File: src/rtl/csi2_yuv422_unpacker_pkg.sv
// Shared datatype codes, pair-FIFO entry layout and FSM state types for the YUV422 unpacker.
package csi2_yuv422_unpacker_pkg;

  localparam logic [5:0] DT_YUV422_8 = 6'h1E;
  localparam logic [5:0] DT_RAW8     = 6'h2A;
  localparam logic [5:0] DT_FS       = 6'h00;
  localparam logic [5:0] DT_FE       = 6'h01;

  // Pair entry layout: {Y0, U, Y1, V, sol, eol}
  localparam int ENTRY_W = 34;
  localparam int F_EOL   = 0;
  localparam int F_SOL   = 1;
  localparam int F_V     = 2;
  localparam int F_Y1    = 10;
  localparam int F_U     = 18;
  localparam int F_Y0    = 26;

  typedef enum logic [1:0] {
    IN_IDLE,
    IN_ACCEPT,
    IN_DROP
  } inState_t;

  typedef enum logic {
    PIX0,
    PIX1
  } pixState_t;

endpackage

File: src/rtl/csi2_pair_fifo.sv
// Synchronous FIFO holding unpacked U/Y0/V/Y1 pairs; reports free entries for decoder throttling.
module csi2_pair_fifo #(
  parameter int pWidth = 34,
  parameter int pDepth = 16
) (
  input  logic                     iClk,
  input  logic                     inRst,
  input  logic                     iPush,
  input  logic [pWidth-1:0]        iData,
  input  logic                     iPop,
  output logic [pWidth-1:0]        oData,
  output logic                     oEmpty,
  output logic                     oFull,
  output logic [$clog2(pDepth):0]  oFree
);

  localparam int AW = $clog2(pDepth);
  localparam logic [AW:0] DepthC = (AW+1)'(pDepth);

  logic [pWidth-1:0] rMem [pDepth];
  logic [AW:0]       rWrPtr;
  logic [AW:0]       rRdPtr;
  logic [AW:0]       wCount;
  logic              wWr;
  logic              wRd;

  assign wCount = rWrPtr - rRdPtr;
  assign oEmpty = (wCount == '0);
  assign oFull  = (wCount == DepthC);
  assign oFree  = DepthC - wCount;
  assign oData  = rMem[rRdPtr[AW-1:0]];

  // A pop frees the head slot in the same cycle, so a push while full is accepted alongside it.
  assign wWr = iPush && (!oFull || iPop);
  assign wRd = iPop && !oEmpty;

  always_ff @(posedge iClk or negedge inRst) begin
    if (!inRst) begin
      rWrPtr <= '0;
      rRdPtr <= '0;
    end else begin
      if (wWr) rWrPtr <= rWrPtr + 1'b1;
      if (wRd) rRdPtr <= rRdPtr + 1'b1;
    end
  end

  always_ff @(posedge iClk) begin
    if (wWr) rMem[rWrPtr[AW-1:0]] <= iData;
  end

endmodule

File: src/rtl/csi2_yuv422_unpacker.sv
// Unpacks CSI-2 YUV422 8-bit payload words into one Y/Cb/Cr pixel per clock with line/frame markers.
// Optional statistics outputs are enabled by defining CSI2_UNPACK_STAT_EN.
module csi2_yuv422_unpacker
  import csi2_yuv422_unpacker_pkg::*;
#(
  parameter int pVideoHeight = 1080,
  parameter int pFifoDepth   = 16,
  parameter int pFullAlMost  = 4
) (
  input  logic        iSCLK,
  input  logic        inSRST,
  input  logic [31:0] iHsPixel,
  input  logic [5:0]  iHsDatatype,
  input  logic [15:0] iHsWordCnt,
  input  logic        iHsValid,
  output logic        oEdv,
  output logic [7:0]  oY,
  output logic [7:0]  oCb,
  output logic [7:0]  oCr,
  output logic        oVd,
  output logic        oSol,
  output logic        oEol,
  output logic        oSof,
  output logic        oEof,
`ifdef CSI2_UNPACK_STAT_EN
  output logic [15:0] oStLineCnt,
  output logic [15:0] oStDropCnt,
  output logic        oStWcErr,
  output logic        oStOvf,
`endif
  input  logic        iRdy
);

  localparam int CW = $clog2(pFifoDepth) + 1;
  localparam logic [15:0]   LastLine    = 16'(pVideoHeight - 1);
  localparam logic [CW-1:0] FullAlMostC = CW'(pFullAlMost);

  inState_t           rInState;
  inState_t           wInNext;
  pixState_t          rPixState;
  pixState_t          wPixNext;
  logic [16:0]        rByteCnt;
  logic [16:0]        wCntNext;
  logic [16:0]        wWcExt;
  logic [7:0]         rU;
  logic [7:0]         rY0;
  logic               wDtOk;
  logic               wLast;
  logic               wLineStart;
  logic               wLatchEven;
  logic               wPush;
  logic               wSol;
  logic               wEol;
  logic [ENTRY_W-1:0] wEntry;
  logic [ENTRY_W-1:0] wHead;
  logic [ENTRY_W-1:0] rPair;
  logic               rPairVld;
  logic               wEmpty;
  logic               wFull;
  logic               wPop;
  logic               wXfer;
  logic [CW-1:0]      wFree;
  logic               rEdv;
  logic               rOvf;
  logic [15:0]        rLine;
  logic               wunusedBits;

  assign wDtOk      = (iHsDatatype == DT_YUV422_8);
  assign wWcExt     = {1'b0, iHsWordCnt};
  assign wCntNext   = (rInState == IN_IDLE) ? 17'd2 : rByteCnt + 17'd2;
  assign wLast      = (wCntNext >= wWcExt);
  assign wLineStart = iHsValid && (rInState == IN_IDLE);

  // The line's first word is always an even word; later words alternate on byte-counter bit 1.
  assign wLatchEven = iHsValid && ((wLineStart && wDtOk) ||
                                   ((rInState == IN_ACCEPT) && !rByteCnt[1]));
  assign wPush      = iHsValid && (rInState == IN_ACCEPT) && rByteCnt[1] && (wCntNext <= wWcExt);
  assign wSol       = (rByteCnt == 17'd2);
  assign wEol       = ((wCntNext + 17'd4) > wWcExt);
  assign wEntry     = {rY0, rU, iHsPixel[15:8], iHsPixel[7:0], wSol, wEol};

  always_ff @(posedge iSCLK or negedge inSRST) begin
    if (!inSRST) rInState <= IN_IDLE;
    else         rInState <= wInNext;
  end

  always_comb begin
    wInNext = rInState;
    if (wLineStart) begin
      if (!wLast) wInNext = wDtOk ? IN_ACCEPT : IN_DROP;
    end else if (iHsValid && wLast) begin
      wInNext = IN_IDLE;
    end
  end

  always_ff @(posedge iSCLK or negedge inSRST) begin
    if (!inSRST) begin
      rByteCnt <= '0;
      rU       <= '0;
      rY0      <= '0;
    end else begin
      if (iHsValid) rByteCnt <= wCntNext;
      if (wLatchEven) begin
        rU  <= iHsPixel[7:0];
        rY0 <= iHsPixel[15:8];
      end
    end
  end

  csi2_pair_fifo #(
    .pWidth (ENTRY_W),
    .pDepth (pFifoDepth)
  ) uPairFifo (
    .iClk   (iSCLK),
    .inRst  (inSRST),
    .iPush  (wPush),
    .iData  (wEntry),
    .iPop   (wPop),
    .oData  (wHead),
    .oEmpty (wEmpty),
    .oFull  (wFull),
    .oFree  (wFree)
  );

  // rPair is the pair being emitted; it refills when empty or as PIX1 transfers.
  assign wXfer = rPairVld && iRdy;
  assign wPop  = !wEmpty && (!rPairVld || (wXfer && (rPixState == PIX1)));

  always_ff @(posedge iSCLK or negedge inSRST) begin
    if (!inSRST) rPixState <= PIX0;
    else         rPixState <= wPixNext;
  end

  always_comb begin
    wPixNext = rPixState;
    if (wXfer) wPixNext = (rPixState == PIX0) ? PIX1 : PIX0;
  end

  always_ff @(posedge iSCLK or negedge inSRST) begin
    if (!inSRST) begin
      rPair    <= '0;
      rPairVld <= 1'b0;
    end else if (wPop) begin
      rPair    <= wHead;
      rPairVld <= 1'b1;
    end else if (wXfer && (rPixState == PIX1)) begin
      rPairVld <= 1'b0;
    end
  end

  assign oVd  = rPairVld;
  assign oY   = (rPixState == PIX0) ? rPair[F_Y0 +: 8] : rPair[F_Y1 +: 8];
  assign oCb  = rPair[F_U +: 8];
  assign oCr  = rPair[F_V +: 8];
  assign oSol = rPairVld && (rPixState == PIX0) && rPair[F_SOL];
  assign oEol = rPairVld && (rPixState == PIX1) && rPair[F_EOL];
  assign oSof = oSol && (rLine == '0);
  assign oEof = oEol && (rLine == LastLine);
  assign oEdv = rEdv;

  // The threshold leaves room for the words the decoder still sends after oEdv falls.
  always_ff @(posedge iSCLK or negedge inSRST) begin
    if (!inSRST) begin
      rLine <= '0;
      rEdv  <= 1'b1;
      rOvf  <= 1'b0;
    end else begin
      rEdv <= (wFree > FullAlMostC);
      if (wXfer && oEol) rLine <= (rLine == LastLine) ? '0 : rLine + 16'd1;
      if (wPush && wFull && !wPop) rOvf <= 1'b1;
    end
  end

`ifdef CSI2_UNPACK_STAT_EN
  always_ff @(posedge iSCLK or negedge inSRST) begin
    if (!inSRST) begin
      oStLineCnt <= '0;
      oStDropCnt <= '0;
      oStWcErr   <= 1'b0;
    end else if (wLineStart) begin
      if (wDtOk) oStLineCnt <= oStLineCnt + 16'd1;
      if (!wDtOk && (oStDropCnt != 16'hFFFF)) oStDropCnt <= oStDropCnt + 16'd1;
      if (wDtOk && (iHsWordCnt[1:0] != 2'b00)) oStWcErr <= 1'b1;
    end
  end

  assign oStOvf      = rOvf;
  assign wunusedBits = ^iHsPixel[31:16];
`else
  assign wunusedBits = ^{iHsPixel[31:16], rOvf};
`endif

endmodule

File: config.mk
export PLATFORM = sky130hd
export DESIGN_NAME = csi2_yuv422_unpacker
export DESIGN_NICKNAME = d
export VERILOG_FILES = /design/src/rtl/csi2_yuv422_unpacker_pkg.sv /design/src/rtl/csi2_pair_fifo.sv /design/src/rtl/csi2_yuv422_unpacker.sv
export SDC_FILE = /design/constraint.sdc
export NUM_CORES = 1
export LEC_CHECK = 0
export CAP_MARGIN = 20
export CORE_ASPECT_RATIO = 0.6
export CORE_MARGIN = 2
export CORE_UTILIZATION = 38
export DETAILED_ROUTE_END_ITERATION = 10
export GPL_TIMING_DRIVEN = 0
export PLACE_DENSITY = 0.56
export SLEW_MARGIN = 30
export SYNTH_ARGS = -nofsm -noshare
export SYNTH_HDL_FRONTEND = slang
export SYNTH_SLANG_ARGS = --single-unit
File: constraint.sdc
create_clock -name iSCLK -period 14.9 [get_ports iSCLK]
set_input_delay 2.98 -clock iSCLK [delete_from_list [all_inputs] [get_ports iSCLK]]
set_output_delay 2.98 -clock iSCLK [all_outputs]
set_load 0.01 [all_outputs]
Word-level counts from Yosys, hierarchy flattened:

Memory sizes are Yosys's and may differ from the RTL's. A register that Yosys moved wholly into a read port is not among the register bits.
Index checks and enable logic that the tools add are counted.
Widths: inputs -> output; s select.

* flip-flop bits (word level): 64
* bits in writable memories: 544
* output and inout port bits: 30
* memories kept: 1

Memory list
* uPairFifo.rMem: words 16, width 34, rd ports 1, clocked after memory_dff 1, wr ports 1, line csi2_pair_fifo.sv:20 `logic [pWidth-1:0] rMem [pDepth];`

* add/subtract/negate cells: 7
* $lt $le $gt $ge: 4
* eq/ne operators: 6
* muxes and demuxes: 12
* bitwise operators: 1
* reduce and logical (&&, ||, !) cells: 34

Operators by type and width (count)
* $logic_and 1x1->1: 20
* $add 17x2->17 const B: 1
* $add 17x3->17 const B: 1
* $eq 17x2->1 const B: 1
* $ge 17x16->1: 1
* $gt 17x16->1: 1
* $le 17x16->1: 1
* $mux 17: 1
* $add 16x1->16 const B: 1
* $eq 16x11->1 const B: 1
* $logic_not 16->1: 1
* $mux 16: 1
* $add 5x1->5 const B: 2
* $mux 2: 4
* $mux 8: 1
* $eq 6x5->1 const B: 1
* $eq 5x5->1 const B: 1
* $gt 5x3->1 const B: 1
* $logic_not 1->1: 5
* $logic_not 5->1: 1
* $mux 1: 5
* $sub 5x5->5: 1
* $sub 5x5->5 const A: 1
* $reduce_bool 2->1: 2
* 6 further kinds: 8

Longest topological paths before layout:

Gate-level depths: netlist of the first run.

* depth after elaboration: 8
* gate-level depth with buffers: 16

Hierarchy:

A second synthesis of the first run with hierarchy kept.

* cells, all modules: 1412
* area, all modules: 26321.5 µm²

Modules (own cells, without submodules)
* csi2_pair_fifo: times used 1, cells each 921, area each 21099.0 µm², sequential area each 16585.9 µm²
* csi2_yuv422_unpacker: times used 1, cells each 491, area each 5222.5 µm², sequential area each 2203.4 µm²

Least setup slack after synthesis of the first run:

No wires, ideal clock.

* kind: input to register
* start point: in iHsWordCnt[12]
* end point: mem uPairFifo.rMem[3][0] (enable)
* setup time: 0.446 ns
* arrival time: 6.369 ns
* data required time: 14.454 ns
* slack: 8.085 ns
* stages: 9
* cells stage by stage: inv_1 -> ha_1 -> a41oi_1 -> o21ai_0 -> a32oi_1 -> a31oi_1 -> a21oi_2 -> buf_4 -> nor4b_2

* word-level cells in the longest chain between the ends: 5

RTL lines
* from (decl): line csi2_yuv422_unpacker.sv:14 `input logic [15:0] iHsWordCnt,`
* $le 17x16->1: line csi2_yuv422_unpacker.sv:77 `assign wPush = iHsValid && (rInState == IN_ACCEPT) && rByteCnt[1] && (wCntNext <= wWcExt);`
* $logic_and 1x1->1: line csi2_yuv422_unpacker.sv:77
* $logic_and 1x1->1: line csi2_pair_fifo.sv:34 `assign wWr = iPush && (!oFull || iPop);`
* $mux 1: line csi2_pair_fifo.sv:48 `if (wWr) rMem[rWrPtr[AW-1:0]] <= iData;`
* $mux 1 (implied by the code): line csi2_pair_fifo.sv:48
* to (decl): line csi2_pair_fifo.sv:20

No other way between the ends.

Worst setup path in the final report of the first run:

* start point: in iHsWordCnt[11]
* end point: mem uPairFifo.rMem[3][6] (enable)

Same word-level chain as after synthesis.

==> results.json, run 1 <==
{
  "hold_viol_final": 0,
  "holdBufCountCts": 0,
  "synth-edff-count": 544,
  "power_switching_share": 0.289,
  "start_kind": "primary input",
  "synth_fp_nets": 1445,
  "fin_util": 0.449,
  "clkTransAtPathRegs_ps": 70,
  "rsz0062_at_grt": "false",
  "viasPerCell": 5.53,
  "critPathRequiredTime_ps": 15280,
  "setup_violations": 0,
  "ys.flop_type": "edfxtp_1",
  "drive_gt1_frac": 0.281,
  "min_period_ps": 6650,
  "powerDensity_nw_per_um2": 166,
  "avgSynthCellArea_sq_um": 19.8,
  "postCtsSetupBuffers": 0,
  "clock_latency_ps": 620,
  "wl_um": 66100,
  "busiest_layer": "met1",
  "intPower_mw": 3.63,
  "grt_first_pass_wirelength_um": 96500,
  "p_sw_mw": 1.48,
  "die_h_um": 209,
  "ff_latch_area_sq_um": 18800,
  "fin_setup_tns_ps": 0,
  "hp-class": "reg2reg",
  "crit_fanout": 10,
  "period_share": 0.446,
  "die_w_um": 345,
  "yosysWarnings": 0,
  "grtUsageMet3": 0.0322,
  "multiInputGateArea_sq_um": 7260,
  "drt-pass1-iter-count": 8,
  "status": "completed",
  "vias": 13600,
  "grt_max_degree": 66,
  "seq_power_share": 0.414,
  "finalInstanceArea_sq_um": 30800,
  "wl_per_cell_um": 26.9,
  "antenna_found_initial": 3,
  "path_class": "in2reg",
  "seq_area_frac_synth": 0.709,
  "dp_cells": 2353,
  "core_sq_um": 68500,
  "die_area_sq_um": 71900,
  "met1_usage": 0.304,
  "ys_async_sr_fraction": 0.153,
  "layout.nets": 1603,
  "arrival_ps": 7040,
  "pwr-share-clk": 0.298,
  "gr-total-overflow": 0,
  "nFillCells": 5829,
  "ant_nets": 0,
  "antennaDiodeCount": 0,
  "syn_to_final_growth_pct": 16.2,
  "grt_use_met2": 0.261,
  "drtIter0Drc": 1627,
  "drcViolationCount": 0,
  "cts-buffers-inserted": 56,
  "slew_violations": 0,
  "crit_path_start": "iHsWordCnt[11]",
  "worstSetupEndpointType": "flop",
  "grt_pass1_vias": 13700,
  "r2r-start": "uPairFifo.rRdPtr[1]$_DFFE_PN0P_",
  "port_buffers": 71,
  "tightestPinTransition_ps": 1000,
  "cts_num_sinks": 642,
  "syn_inst": 1341,
  "gp_congestion": 0.833,
  "power_mw": 5.11,
  "ctsLongestPathBuffers": 3,
  "pwr-share-comb": 0.288,
  "start_util": 0.387,
  "rows": 74,
  "finClkSkew_ps": 12.8,
  "htreeDepth": 2,
  "fmax_mhz": 150,
  "p_leak_nw": 10.4,
  "hpwl_um": 42100,
  "cap_viol_max_count": 0,
  "grtUsageTotal": 0.186,
  "synth_cell_types": 62,
  "ioPinCount": 88,
  "dpl_cell_area_sq_um": 28900,
  "fin_cells": 2459,
  "hp-start": "rLine[15]$_DFFE_PN0P_",
  "max-slew-margin-rel": 0.331,
  "root_buffer": "clkbuf_16",
  "cts_resized": 0,
  "synth_seq_cells": 642,
  "cts_tree": "yes",
  "synth_area_sq_um": 26500,
  "ir_drop_mv": 0.0879
}
[layer usage]
layer / part of all wire / vias up
met4: 0.015 / 0
met5: 0 / -
li1: - / 5757
met3: 0.068 / 74
met1: 0.49 / 7323
met2: 0.43 / 438
[through the flow]
| step | setup WS (ps) | hold WS (ps) |
|---|---|---|
| 2_1_floorplan | 8090 | 443 |
| 3_3_place_gp | 4210 | 461 |
| 3_5_place_dp | 7720 | 462 |
| 4_1_cts | 8380 | 478 |
| 5_1_grt | 8140 | 490 |
| 6_report | 8250 | 474 |
[Yosys cell counts, drive strengths merged (2+ instances only)]
cell | instances | area share
nand3 | 26 | 0.0049
xor2 | 13 | 0.0043
a21oi | 19 | 0.0040
nor4 | 10 | 0.0024
dfrtp | 97 | 0.092
mux2i | 5 | 0.0019
and4b | 5 | 0.0019
nor2b | 6 | 0.0014
buf | 44 | 0.010
a211oi | 5 | 0.0014
a22o | 2 | 0.00066
nor3 | 5 | 0.00094
nand2b | 3 | 0.00071
o21bai | 3 | 0.00085
mux4 | 170 | 0.14
edfxtp | 544 | 0.62
nand4 | 11 | 0.0032
a21boi | 2 | 0.00057
or4 | 4 | 0.0011
clkbuf | 30 | 0.0043
xnor2 | 30 | 0.0099
and4 | 8 | 0.0026
o21a | 3 | 0.00085
and2 | 6 | 0.0014
o31ai | 5 | 0.0014
ha | 45 | 0.021
a21o | 2 | 0.00057
nor2 | 39 | 0.0061
or3 | 4 | 0.0011
or2 | 2 | 0.00047
a31oi | 4 | 0.00094
inv | 34 | 0.0048
nor4b | 5 | 0.0030
mux2 | 72 | 0.031
o2111ai | 2 | 0.00066
o21ai | 18 | 0.0034
and3 | 8 | 0.0019
nand2 | 36 | 0.0051
[power groups by stage]
stage                     logic (mW)  clock network, mW  registers [mW]
after floorplan                 1.00                  0            2.11
after global placement          1.47                  0            2.15
after detailed placement        1.49                  0            2.15
after CTS                       1.49               1.55            2.12
after global routing            1.58               1.63            2.13
final                           1.47               1.52            2.12
[worst paths after layout]
path	endpoint	slack, ps	cells past startpoint
worst min-delay path	rLine[15]$_DFFE_PN0P_	470	1
worst max register to register	uPairFifo.rMem[3][6]$_DFFE_PP_	8660	20
min in group asynchronous	rByteCnt[14]$_DFFE_PN0P_	2220	1
worst max-delay path	uPairFifo.rMem[3][6]$_DFFE_PP_	8250	15
max in group asynchronous	rU[6]$_DFFE_PN0P_	11960	2
worst min register to register	rLine[15]$_DFFE_PN0P_	470	1
[critical path: stages]
cell	delay, ps
clkdlybuf4s50_1	460
inv_1	60
ha_1	320
nand3_1	160
nor3_1	430
o21ai_0	320
a31oi_1	780
a21oi_2	240
buf_4	240
nor4b_4	150
buf_4	210
buf_6	160
buf_4	160
buf_4	170
buf_4	170
[state kept, by name (all words and copies together) (netlist names)]
register and count:
rByteCnt 17, uPairFifo.rMem 544, rU 8, rInState 2, oVd 1, rLine 16, rPair 34, oEdv 1
rY0 8, uPairFifo.rWrPtr 5, rPixState 1, uPairFifo.rRdPtr 5
[layout by cell type (no fill, tap or decap), types with 6 or more instances in the layout]
cell type        netlist  final
clkbuf_1              30     39
clkdlybuf4s50_1        0     70
nand4_1               10     10
nor2_1                37     37
a21oi_1               16     16
clkinv_1               0      6
buf_4                 21     31
buf_2                 17     23
nor4_1                10      9
dfrtp_1               97     97
mux4_2               170    170
inv_1                 33     33
nand3_1               26     26
xnor2_1               30     30
clkbuf_16              0     58
xor2_1                13     13
clkinv_2               0      7
mux2_2                72     72
clkbuf_8               0     10
ha_1                  45     45
nor2b_1                6      6
nand2_1               36     36
o21ai_0               18     18
edfxtp_1             544    544
buf_12                 0     11
[layout make-up]
class | instances | area share
buffer | 74 | 0.0126
clock buffer | 82 | 0.0533
clock inverter | 24 | 0.00894
inverter | 34 | 0.00415
multi-input combinational | 591 | 0.236
sequential | 642 | 0.611
tap | 912 | 0.0371
timing repair buffer | 100 | 0.0375
[kinds of logic after synthesis]
logic type                 synth area share
DFF                                   0.709
muxes                                 0.177
and+or+nand+nor                      0.0400
buffers and inverters                0.0191
AOI/OAI and AO/OA                    0.0184
adders and majority gates            0.0220
xor gates and xnor gates             0.0142
No activity file was read; power rests on OpenSTA's default activity.
==> run 2: changes to the inputs <==
PLACE_DENSITY = 0.58   (was 0.56)
clock period = 6.1 ns   (was 14.9 ns; I/O delays follow)
==> run 2 against run 1 <==
Via count is 0.49% lower. Utilization down 0.38 points. Combinational power up 150%. Sequential power up 140%. First-iteration DRC count fell by 2.9%. Non-clock buffer count grew 1. Sequential share of layout area up 0.52 points. Count of clock-buffer cells in the layout is 14 lower. Worst setup slack got worse by 7900 ps. Worst hold slack worse by 4.9 ps. Clock power rose by 120%. Final area decreased by 0.84%.
==> results.json, run 2 (synthesis results as in run 1) <==
{
  "cts_tree": "yes",
  "r2r-start": "uPairFifo.rRdPtr[1]$_DFFE_PN0P_",
  "drcViolationCount": 0,
  "ctsLongestPathBuffers": 3,
  "drt-pass1-iter-count": 5,
  "gp_congestion": 0.822,
  "pwr-share-comb": 0.297,
  "cap_viol_max_count": 0,
  "finClkSkew_ps": 21.7,
  "layout_commonest_cell": "edfxtp_1",
  "postCtsSetupBuffers": 0,
  "largest_reg_flops": 544,
  "start_util": 0.387,
  "fin_ws_ps": 312,
  "grt_pass1_vias": 13800,
  "place_ws_ps": 111,
  "setup_violations": 0,
  "layout.nets": 1603,
  "cts-buffers-inserted": 55,
  "hp-class": "in2async",
  "p_leak_nw": 10.2,
  "intPower_mw": 8.59,
  "ioPinCount": 88,
  "min_period_ps": 5790,
  "crit_fanout": 10,
  "ant_nets": 0,
  "hold_viol_final": 0,
  "seq_power_share": 0.426,
  "antennaDiodeCount": 0,
  "slew_violations": 0,
  "wl_um": 64200,
  "worstSetupEndpointType": "flop",
  "tightestPinTransition_ps": 1090,
  "period_share": 0.949,
  "power_switching_share": 0.292,
  "setup.worst_path.end": "uPairFifo.rMem[3][10]$_DFFE_PP_",
  "cts_num_sinks": 642,
  "status": "completed",
  "ir_drop_mv": 0.209,
  "arrival_ps": 6090,
  "start_kind": "flop",
  "gr-total-overflow": 0,
  "p_sw_mw": 3.55,
  "die_area_sq_um": 71900,
  "critPathRequiredTime_ps": 6400,
  "vias": 13500,
  "hpwl_um": 41700,
  "grt_max_degree": 68,
  "grtUsageTotal": 0.181,
  "drive_gt1_frac": 0.275,
  "rr_worst_depth": 18,
  "port_buffers": 71,
  "core_sq_um": 68500,
  "viasPerCell": 5.51,
  "crit_path_start": "uPairFifo.rRdPtr[1]$_DFFE_PN0P_",
  "whs_ps": 469,
  "die_w_um": 345,
  "final_cell_mix": "544 x edfxtp_1, 170 x mux4_2, 97 x dfrtp_1, 72 x mux2_2, 70 x clkdlybuf4s50_1",
  "path_class": "reg2reg",
  "clkTransAtPathRegs_ps": 70,
  "clock_latency_ps": 610,
  "root_buffer": "clkbuf_16",
  "rsz0062_at_grt": "false",
  "drtIter0Drc": 1580,
  "reg2reg_slack_ps": 310,
  "fmax_mhz": 173,
  "max-slew-margin-rel": 0.276,
  "r2r-end": "uPairFifo.rMem[3][10]$_DFFE_PP_",
  "wl_per_cell_um": 26.2,
  "antenna_found_initial": 1,
  "powerDensity_nw_per_um2": 398,
  "grt_first_pass_wirelength_um": 94100,
  "htreeDepth": 2,
  "syn_to_final_growth_pct": 15.2,
  "pwr-share-clk": 0.277,
  "rows": 74,
  "die_h_um": 209
}
==> run 2: changes by cell type in the layout (fill, tap and decap cells not counted), moves of 3 or more <==
cell and change:
clkinv_2 +7, clkbuf_16 -3, clkinvlp_4 +4, clkinv_1 +5, buf_12 +3, clkbuf_8 -10
buf_16 -3
==> run 2: power by group through the flow <==
| stage | combinational, mW | sequential [mW] | clock (mW) |
|---|---|---|---|
| 3_3_place_gp | 3.58 | 5.25 | 0 |
| 4_1_cts | 3.64 | 5.16 | 3.44 |
| 3_5_place_dp | 3.63 | 5.25 | 0 |
| 5_1_grt | 3.88 | 5.19 | 3.60 |
| 2_1_floorplan | 2.45 | 5.15 | 0 |
| 6_report | 3.61 | 5.16 | 3.36 |
==> run 2: final cells by class <==
cell class              count  area, sq um
repair buffers            101         1140
fillers                  5878        38000
clock buffers              68         1430
well taps                 912         1140
flip-flops and latches    642        18800
multi-input cells         591         7260
plain buffers              74          394
inverters                  34          128
clock inverters            33          240
==> run 2: repair_timing <==
item | CTS | global route
endpoints found under the setup margin | 0 | 21
resized for setup | 0 | 4
hold buffers | 0 | 0
==> run 2: per-stage QoR <==
step | cells | util | total power [mW] | instance area [sq um] | setup TNS, ps
after detailed placement | 2353 | 0.421 | 8.88 | 28800 | 0
after global placement | 2324 | 0.414 | 8.83 | 28300 | -558120
after global routing | 2455 | 0.445 | 12.7 | 30500 | 0
after CTS | 2454 | 0.445 | 12.2 | 30500 | 0
final | 2455 | 0.445 | 12.1 | 30500 | 0
after floorplan | 1341 | - | 7.60 | 26500 | 0
==> run 2: routing by layer <==
metal  vias to the layer above  share of wire  global-route usage
met3                        76          0.082              0.0403
li1                       5763              -                   -
met5                         -              0                   0
met4                         0          0.016              0.0342
met2                       444           0.42               0.254
met1                      7243           0.48               0.289
==> run 2: worst min-delay path by stage <==
stage,depth (start not counted),end,slack (ps)
floorplan,1,rLine[15]$_DFFE_PN0P_,440
global placement,1,rLine[15]$_DFFE_PN0P_,460
detailed placement,1,rLine[15]$_DFFE_PN0P_,460
CTS,1,rPair[25]$_DFFE_PN0P_,460
global route,1,rPair[25]$_DFFE_PN0P_,470
finish,1,rPair[25]$_DFFE_PN0P_,470
==> run 2: worst max-delay path, stage by stage (launching register included) <==
cell	delay (ps)
dfrtp_1	480
clkdlybuf4s15_1	720
clkbuf_2	460
inv_1	110
ha_1	300
a21o_1	180
a21oi_1	170
xnor2_1	150
nor3_1	110
ha_1	290
o21ai_0	290
nand4_1	150
or3_4	390
a21oi_2	280
buf_4	240
nor4b_4	400
buf_4	280
buf_4	220
buf_4	230
==> run 3: changes to the inputs <==
MAX_ROUTING_LAYER = met4   (was unset)
==> run 3 against run 2 <==
Global-route usage up 0.56 points. Clock power about the same. Cell count unchanged. Worst hold slack better by 5.0 ps. Clock skew fell by 0.80 ps. Critical path type unchanged. Non-clock buffer count did not move. Worst setup slack got worse by 28 ps. Largest power group unchanged.
==> results.json, run 3 (synthesis results as in run 1) <==
{
  "status": "completed",
  "final_cell_mix": "544 x edfxtp_1, 170 x mux4_2, 97 x dfrtp_1, 72 x mux2_2, 70 x clkdlybuf4s50_1",
  "path_class": "reg2reg",
  "antenna_found_initial": 1,
  "top_layer": "met4",
  "layout.nets": 1603,
  "dpl_cell_area_sq_um": 28800,
  "r2r-start": "uPairFifo.rRdPtr[1]$_DFFE_PN0P_",
  "hold_viol_final": 0,
  "fmax_mhz": 172,
  "die_h_um": 209,
  "htreeDepth": 2,
  "antennaDiodeCount": 0,
  "vias": 13600,
  "rsz0062_at_grt": "false",
  "slew_violations": 0,
  "power_mw": 12.1,
  "port_buffers": 71,
  "hp-class": "in2async",
  "critPathRequiredTime_ps": 6400,
  "fin_util": 0.445,
  "holdBufCountCts": 0,
  "gr-total-overflow": 0,
  "crit_fanout": 10,
  "powerDensity_nw_per_um2": 397,
  "crit_path_start": "uPairFifo.rRdPtr[1]$_DFFE_PN0P_",
  "wl_met2_um": 27400,
  "grt_first_pass_wirelength_um": 94200,
  "drive_gt1_frac": 0.275,
  "grt_pass1_vias": 13800,
  "arrival_ps": 6110,
  "core_sq_um": 68500,
  "grtUsageTotal": 0.187,
  "dp_cells": 2353,
  "p_leak_nw": 10.2,
  "rows": 74,
  "worstSetupEndpointType": "flop",
  "finalInstanceArea_sq_um": 30500,
  "clkTransAtPathRegs_ps": 70,
  "wl_per_cell_um": 26.2,
  "dr_wl_met3_um": 4870,
  "min_period_ps": 5820,
  "fin_ws_ps": 285,
  "ctsLongestPathBuffers": 3,
  "ir_drop_mv": 0.210,
  "finClkSkew_ps": 20.9,
  "clock_latency_ps": 610,
  "tightestPinTransition_ps": 1080,
  "largest_reg_flops": 544,
  "setup_violations": 0,
  "fin_setup_tns_ps": 0,
  "place_ws_ps": 111,
  "drt-pass1-iter-count": 5,
  "whs_ps": 474,
  "wl_um": 64300,
  "hpwl_um": 41700,
  "cap_viol_max_count": 0,
  "gp_congestion": 0.834,
  "syn_to_final_growth_pct": 15.2,
  "max-slew-margin-rel": 0.278,
  "start_util": 0.387,
  "root_buffer": "clkbuf_16",
  "die_area_sq_um": 71900,
  "start_kind": "flop",
  "viasPerCell": 5.54,
  "fin_cells": 2455,
  "grt_max_degree": 68,
  "layout_commonest_cell": "edfxtp_1",
  "die_w_um": 345,
  "cts-buffers-inserted": 55,
  "drtIter0Drc": 1547,
  "rr_worst_depth": 18,
  "period_share": 0.953,
  "cts_num_sinks": 642,
  "cts_tree": "yes",
  "ant_nets": 0,
  "wl_met1_um": 30900,
  "drcViolationCount": 0,
  "ioPinCount": 88
}
==> run 3: cell counts in the layout (fill, tap and decap cells not counted) <==
No cell type changed its count.
==> run 3: area by class of cell <==
type	instances	area [sq um]
fillers	5878	38000
flip-flops and latches	642	18800
multi-input cells	591	7260
clock buffers	68	1430
repair buffers	101	1140
well taps	912	1140
plain buffers	74	394
clock inverters	33	240
inverters	34	128
==> run 3: critical path, cell delays in order (launching register included) <==
cell             delay [ps]
dfrtp_1                 480
clkdlybuf4s15_1         720
clkbuf_2                460
inv_1                   110
ha_1                    300
a21o_1                  180
a21oi_1                 170
xnor2_1                 150
nor3_1                  110
ha_1                    290
o21ai_0                 290
nand4_1                 150
or3_4                   390
a21oi_2                 280
buf_4                   240
nor4b_4                 420
buf_4                   280
buf_4                   220
buf_4                   230
==> run 3: timing repair <==
action	in CTS	in global routing
gates resized for setup	0	4
setup endpoints to repair	0	21
setup buffers	0	0
==> run 3: final timing paths <==
path | end | slack, ps
max | uPairFifo.rMem[3][11]$_DFFE_PP_ | 280
min | rPair[25]$_DFFE_PN0P_ | 470
max reg2reg | uPairFifo.rMem[3][11]$_DFFE_PP_ | 280
min reg2reg | rLine[15]$_DFFE_PN0P_ | 480
max in group asynchronous | rU[0]$_DFFE_PN0P_ | 4910
min in group iSCLK | rLine[15]$_DFFE_PN0P_ | 480
==> run 3: layer usage <==
metal / vias up / GRT usage
met5: - / -
met4: 0 / 0.0342
met3: 86 / 0.0387
met2: 427 / 0.254
met1: 7317 / 0.290
li1: 5760 / -
==> run 3: where the power goes <==
part | leakage, nW | total, mW | switching [mW] | internal (mW)
Sequential | 6.12 | 5.16 | 0.210 | 4.95
Combinational | 3.32 | 3.61 | 1.76 | 1.85
Clock | 0.813 | 3.35 | 1.57 | 1.78
